`config.mk`:
```
export PLATFORM = sky130hd
export DESIGN_NAME = glyph_fetch_arbiter
export DESIGN_NICKNAME = d
export VERILOG_FILES = /design/src/rtl/glyph_fetch_arbiter_pkg.sv /design/src/rtl/glyph_fetch_arbiter_rr_pick.sv /design/src/rtl/glyph_fetch_arbiter.sv
export SDC_FILE = /design/constraint.sdc
export NUM_CORES = 1
export LEC_CHECK = 0
export CAP_MARGIN = 20
export CORE_MARGIN = 2
export CORE_UTILIZATION = 35
export CTS_CLUSTER_DIAMETER = 40
export DETAILED_ROUTE_END_ITERATION = 6
export PLACE_DENSITY = 0.82
export SLEW_MARGIN = 20
export SYNTH_ARGS = -nofsm -noshare
export SYNTH_HDL_FRONTEND = slang
export SYNTH_SLANG_ARGS = --single-unit
export TNS_END_PERCENT = 10
```
`constraint.sdc`:
```
create_clock -name clk -period 7.2 [get_ports clk]
set_clock_uncertainty 0.2 [all_clocks]
set_input_delay 1.44 -clock clk [delete_from_list [all_inputs] [get_ports clk]]
set_output_delay 1.44 -clock clk [all_outputs]
set_load 0.005 [all_outputs]
```
`src/rtl/glyph_fetch_arbiter_pkg.sv`:
```
// glyph_fetch_arbiter_pkg: shared display constants for the glyph fetch path.
package glyph_fetch_arbiter_pkg;
  localparam int GLYPH_ROWS = 6;
  localparam int GLYPH_COLS = 6;
  localparam int GLYPH_SLOT = 8;
  localparam logic [7:0] CHAR_FIRST = 8'h20;
  localparam logic [7:0] CHAR_LAST = 8'h5F;
  function automatic logic glyph_in_range(input logic [7:0] ch, input logic [2:0] row);
    return ch >= CHAR_FIRST && ch <= CHAR_LAST && row < 3'(GLYPH_ROWS);
  endfunction
endpackage

```
`src/rtl/glyph_fetch_arbiter_rr_pick.sv`:
```
// rr_pick: rotate-priority-encode; search starts at ptr+1 (mod N).
module rr_pick #(
  parameter int N = 4,
  parameter int IW = $clog2(N)
) (
  input  logic [N-1:0]  req,
  input  logic [IW-1:0] ptr,
  output logic [N-1:0]  gnt,
  output logic [IW-1:0] idx
);
  // Walk from farthest to nearest so the nearest active requester wins last.
  always_comb begin
    gnt = '0;
    idx = '0;
    for (int k = N; k >= 1; k--) begin
      if (req[(int'(ptr) + k) % N]) begin
        gnt = '0;
        gnt[(int'(ptr) + k) % N] = 1'b1;
        idx = IW'((int'(ptr) + k) % N);
      end
    end
  end
endmodule

```
`src/rtl/glyph_fetch_arbiter.sv`:
```
// glyph_fetch_arbiter: round-robin font ROM arbiter with one-cycle response.
// Define GLYPH_ARB_FIXED_PRI_EN for lowest-index fixed priority instead.
module glyph_fetch_arbiter
  import glyph_fetch_arbiter_pkg::*;
#(
  parameter int NUM_REQ = 4,
  parameter int ROM_AW = 9
) (
  input  logic                    clk,
  input  logic                    reset,
  input  logic [NUM_REQ-1:0]      req,
  input  logic [NUM_REQ*8-1:0]    req_char,
  input  logic [NUM_REQ*3-1:0]    req_row,
  output logic [NUM_REQ-1:0]      gnt,
  output logic [NUM_REQ-1:0]      rsp_valid,
  output logic [GLYPH_COLS-1:0]   rsp_bits,
  output logic                    rom_en,
  output logic [ROM_AW-1:0]       rom_addr,
  input  logic [GLYPH_COLS-1:0]   rom_data
);
  localparam int IW = $clog2(NUM_REQ);
  logic [IW-1:0] ptr, idx;
  logic [7:0] ch, off;
  logic [2:0] row;
  logic hit, blank;
  rr_pick #(.N(NUM_REQ), .IW(IW)) u_pick (.req(req), .ptr(ptr), .gnt(gnt), .idx(idx));
  always_comb begin
    ch = req_char[int'(idx)*8 +: 8];
    row = req_row[int'(idx)*3 +: 3];
    off = ch - CHAR_FIRST;
    hit = |req && glyph_in_range(ch, row);
    rom_en = hit;
    rom_addr = hit ? ROM_AW'(int'(off) * GLYPH_SLOT + int'(row)) : '0;
    rsp_bits = (|rsp_valid && !blank) ? rom_data : '0;
  end
`ifdef GLYPH_ARB_FIXED_PRI_EN
  // A pointer pinned at the top index makes the search start at 0.
  assign ptr = IW'(NUM_REQ - 1);
`else
  always_ff @(posedge clk or posedge reset)
    if (reset) ptr <= IW'(NUM_REQ - 1);
    else if (|req) ptr <= idx;
`endif
  always_ff @(posedge clk or posedge reset)
    if (reset) begin
      rsp_valid <= '0;
      blank <= 1'b0;
    end else begin
      rsp_valid <= gnt;
      blank <= !hit;
    end
endmodule
```
==> results of run 1 <==
## per-stage QoR
stage	hold slack, ps	utilization	instances	worst slack, ps
2_1_floorplan	432	-	138	2240
4_1_cts	392	0.602	257	868
6_report	388	0.602	257	896
3_5_place_dp	385	0.595	253	881
3_3_place_gp	378	0.595	253	991
5_1_grt	408	0.602	257	629
## synth_stat cells (all sizes together)
library cell and count:
nor4 8, a32oi 1, xnor2 1, nand3 3, and3b 1, dfrtp 5, clkbuf 4, nand2b 2
o22ai 1, o21a 3, nor4b 3, nor3b 1, mux2 12, nor2b 1, o31ai 1, dfstp 2
nand2 8, a211oi 2, or3 1, a21oi 3, a22oi 1, a31o 1, a21o 2, mux4 1
mux2i 20, ha 4, inv 10, o311a 1, and2 6, nor2 5, nor3 2, buf 8
o21ai 10, a222oi 4
## per-layer routing
metal	vias to the layer above	global-route usage	wire length, um
met5	-	0	0
met4	0	0.0160	16
met3	4	0.0634	342
met2	59	0.266	1570
met1	582	0.190	1290
li1	659	-	-
## where the power goes
| group | total [mW] | leakage, nW | internal (mW) | switching [mW] |
|---|---|---|---|---|
| Clock | 0.0343 | 0.0150 | 0.0211 | 0.0132 |
| Sequential | 0.0895 | 0.0825 | 0.0623 | 0.0272 |
| Combinational | 0.742 | 0.732 | 0.396 | 0.346 |
## flip-flops by register name, summed over array words and instances, names as in the netlist
register / flops
blank: 1
ptr: 2
rsp_valid: 4
## final cells by class
type	instances	area, um2	area share
Clock buffer	4	26.3	0.0128
Tap cell	46	57.6	0.0280
Multi-Input combinational cell	109	952	0.463
Sequential cell	7	178	0.0864
Timing Repair Buffer	81	806	0.392
Inverter	10	37.5	0.0182
## cells by family after synthesis
family / count (synthesis) / synth area share
AO/OA/AOI/OAI: 30 / 0.176
multiplexers: 33 / 0.292
buffers and inverters: 22 / 0.114
XOR/XNOR: 1 / 0.0216
flip-flops: 7 / 0.139
adder cells (fa/ha/maj): 4 / 0.0393
AND/OR/NAND/NOR: 41 / 0.218
## worst paths after layout
path,cells past startpoint,slack (ps),endpoint
setup / recovery,11,900,rom_addr[6]
hold / removal,1,390,ptr[1]
setup reg to reg,11,3370,blank
hold reg to reg,1,390,ptr[1]
max in group asynchronous,2,5320,ptr[0]
min in group asynchronous,2,1220,rsp_valid[2]
## cell usage in the layout, fill, tap and decap left out, types with 2 or more instances in the layout
cell type | synthesis | layout
ha_1 | 4 | 4
nor3_1 | 2 | 2
and2_1 | 6 | 6
nor2_1 | 4 | 4
clkdlybuf4s50_1 | 0 | 79
inv_1 | 10 | 10
dfstp_2 | 2 | 2
o21ai_0 | 9 | 9
nor4b_2 | 3 | 3
a21oi_1 | 3 | 3
mux2i_1 | 20 | 20
a222oi_1 | 4 | 4
o21a_1 | 3 | 3
buf_4 | 0 | 2
dfrtp_1 | 5 | 5
mux2_2 | 8 | 8
a21o_1 | 2 | 2
nand2_1 | 8 | 8
clkbuf_4 | 1 | 3
nand3_2 | 2 | 2
mux2_4 | 4 | 4
nor4_1 | 8 | 8
==> impl_metrics.ini, run 1 <==
[yosys]
syn_avg_cell_area_um2 = 9.24
synthCells = 138
synthesis.nets = 198
ys_seq_area_frac = 0.139
syn_area_mm2 = 0.00127
synth_area_leaders = mux2i_1 (16%), dfrtp_1 (9.8%), mux2_2 (7.1%)
synth-seq-cells = 7
synth_top_area_cell = mux2i_1
synth_warnings = 0
yosysUniqueCellTypes = 44
synth_top_area_frac = 0.157

[setup_path]
path_max_fanout = 23
cp.required_ps = 5560
endpoint_kind = primary output
startpoint = req[3]
cpPeakStageDelay_ps = 670
path_buf_inv = 3
cp_slowest_cell = clkdlybuf4s50_1
crit_arrival_ps = 4660
crit_family = buffers and inverters
worstPathCellList = clkdlybuf4s50_1 -> and3b_2 -> o21ai_1 -> a22oi_2 -> a211oi_4 -> buf_4 -> mux2i_1 -> mux2_4 -> xnor2_4 -> nor4_1 -> clkdlybuf4s50_1
critPathKind = primary input to primary output
crit_top_cell = clkdlybuf4s50_1
timing.rr.start = ptr[0]
start_kind = primary input

[timing]
tns_ps = 0
slew_headroom = 0.354
min_period_ps = 6300
fin_crit_sh = 0.876
rsz0062_at_grt = no
fmax_mhz = 159
worst_pin_slew_ps = 969
slew_violations = 0
finalSetupViolations = 0
hold_viol_final = 0

[clock_tree]
cts-root-buf = clkbuf_4
postCtsSetupBuffers = 0
clk_latency_ps = 240
clkSlewWorstSetupHoldPaths_ps = 50
cts.sinks = 7
postCtsHoldBufs = 0
cts_tree = done
cts_buffers = 3
htreeDepth = 1
ctsResizeCount = 0
cts_buffer_depth = 2

[final_layout]
drive_above_1_share = 0.152
nFillCells = 309
insertedDiodeCount = 0
area_delta_synth_final_pct = 61.3
final_area_mm2 = 0.00206
nets = 272

[routing]
vias_per_cell = 5.07
drt-total-wl_um = 3210
num_vias = 1304
antenna_left = 0
routedWlPerCell_um = 12.5
drtIter0Drc = 32
first_pass_iters = 6
drc = 0

[outcome]
status = completed

[die]
row_count = 21
io_pins = 80
coreArea_mm2 = 0.00342
die_x_um = 64.4
dieArea_mm2 = 0.00414
die_y_um = 64.4
start_util = 0.373

[min_path]
hold_path.class = flop to flop
min_from = ptr[1]

[grt]
grt_pass1_vias = 1201
grt_max_degree = 24
gr-usage-all-layers = 0.156
grt_overflow = 0
grt_pass1_wl_um = 5240
antenna_found_initial = 0

[power_and_ir_drop]
power-per-cell-area_mw_per_mm2 = 421
cellLeakagePower_nw = 0.829
peakVddDrop_mv = 0.220
total_power_mw = 0.866

[placement]
io_buffers = 79
globalplace.congestion = 0.796
dp_hpwl_um = 2630
post_dp_cell_area_mm2 = 0.00203

[job]
maxCapViolCount = 0
Note: power is estimated with default switching activity, not from simulation.
==> run 2, diff against run 1 <==
Settings changed: CAP_MARGIN 20 to default, PLACE_DENSITY 0.82 to 0.88.
==> run 2 against run 1 <==
Net effect:
- final cell count is 0.39% higher
- die area did not move
- non-clock buffer count grew 1
- cell area increased by 0.55%
- sequential power about the same
- critical endpoint is now rom_addr[3]
- largest power group unchanged
- highest routed layer unchanged
==> impl_metrics.ini, run 2 (synthesized netlist as in run 1, its figures left out) <==
[clock_tree]
clkSlewWorstSetupHoldPaths_ps = 50
cts_buffers = 3
htreeDepth = 1
postCtsHoldBufs = 0
ctsResizeCount = 0
cts.sinks = 7
cts_tree = done
cts_buffer_depth = 2
cts-root-buf = clkbuf_4
clk_latency_ps = 260
postCtsSetupBuffers = 0

[power_and_ir_drop]
total_power_mw = 0.874
peakVddDrop_mv = 0.270
power-per-cell-area_mw_per_mm2 = 423
cellLeakagePower_nw = 0.834

[setup_path]
path_buf_inv = 3
cpPeakStageDelay_ps = 670
r2r_slack_ps = 3380
critPathKind = primary input to primary output
start_kind = primary input
cp_slowest_cell = clkdlybuf4s50_1
endpoint_kind = primary output
crit_family = buffers and inverters
crit_top_cell = clkdlybuf4s50_1
cp.required_ps = 5560
worstPathCellList = clkdlybuf4s50_1 -> and3b_2 -> o21ai_1 -> a22oi_2 -> a211oi_4 -> buf_4 -> mux2i_1 -> mux2_2 -> xnor2_4 -> nor4_1 -> clkdlybuf4s50_1
path_max_fanout = 23
crit_arrival_ps = 4640

[final_layout]
final_util = 0.605
largest_reg_flops = 4
final_cell_mix = clkdlybuf4s50_1 (79), mux2i_1 (20), inv_1 (10)
nFillCells = 306
reg.largest.list = rsp_valid x4, ptr x2, blank x1
insertedDiodeCount = 0
top_register = rsp_valid
area_delta_synth_final_pct = 62.2
drive_above_1_share = 0.160
final_common_cell = clkdlybuf4s50_1
nets = 273

[routing]
drc = 0
first_pass_iters = 6
drt-total-wl_um = 3240
routedWlPerCell_um = 12.5
drtIter0Drc = 37
vias_per_cell = 5.18
antenna_left = 0
num_vias = 1337

[timing]
holdWs_ps = 390
rsz0062_at_grt = no
fin_crit_sh = 0.872
tns_ps = 0
worst_pin_slew_ps = 676
fmax_mhz = 159
slew_headroom = 0.545
finalSetupViolations = 0
hold_viol_final = 0
min_period_ps = 6280
layout_setup_ws_ps = 923
slew_violations = 0

[placement]
io_buffers = 79
place_ws_ps = 904
dp_hpwl_um = 2660
globalplace.congestion = 0.780

[job]
maxCapViolCount = 0

[grt]
grt_pass1_vias = 1221
antenna_found_initial = 0
gr-usage-all-layers = 0.159
grt_pass1_wl_um = 5340
grt_max_degree = 24
grt_overflow = 0

[die]
die_x_um = 64.4
start_util = 0.373
die_y_um = 64.4
row_count = 21
coreArea_mm2 = 0.00342
dieArea_mm2 = 0.00414
io_pins = 80

[min_path]
hold_path.class = flop to flop

[outcome]
status = completed
-- run 2: worst reg2reg max path: cells and delay by family (launching register included) --
kind | cells | cell delay, ps
muxes | 3 | 800
DFF | 1 | 720
buffers and inverters | 2 | 560
adders and majority gates | 1 | 500
and+or+nand+nor | 2 | 440
AOI/OAI and AO/OA | 2 | 290
xor gates and xnor gates | 1 | 190
-- run 2: area by class of cell --
| type | count | area, um2 | share of cell area |
|---|---|---|---|
| clock buffers | 4 | 26.3 | 0.0127 |
| repair buffers | 82 | 813 | 0.393 |
| multi-input cells | 109 | 956 | 0.462 |
| flip-flops and latches | 7 | 178 | 0.0859 |
| inverters | 10 | 37.5 | 0.0181 |
| well taps | 46 | 57.6 | 0.0278 |
-- run 2: power breakdown --
part | internal [mW] | total (mW) | switching (mW)
logic | 0.404 | 0.749 | 0.345
registers | 0.0623 | 0.0892 | 0.0269
clock network | 0.0212 | 0.0363 | 0.0151
-- run 2: stage by stage --
step / instance area [um2] / cells
final: 2070 / 258
after global routing: 2070 / 258
after CTS: 2070 / 258
after detailed placement: 2040 / 254
after global placement: 2040 / 254
after floorplan: 1270 / 138
-- run 2: path summary, 6_finish.rpt --
path	start	endpoint	cells past startpoint
max in group asynchronous	reset	ptr[1]	2
worst max-delay path	req[3]	rom_addr[3]	11
worst min register to register	ptr[1]	ptr[1]	1
worst max register to register	ptr[0]	blank	11
min in group asynchronous	reset	rsp_valid[3]	2
worst min-delay path	ptr[1]	ptr[1]	1
-- run 2: per-layer routing --
metal / share of wire / wire length [um] / GRT usage
met5: 0 / 0 / 0
met3: 0.091 / 294 / 0.0528
met1: 0.37 / 1200 / 0.183
met2: 0.53 / 1720 / 0.293
met4: 0.0053 / 17 / 0.0186
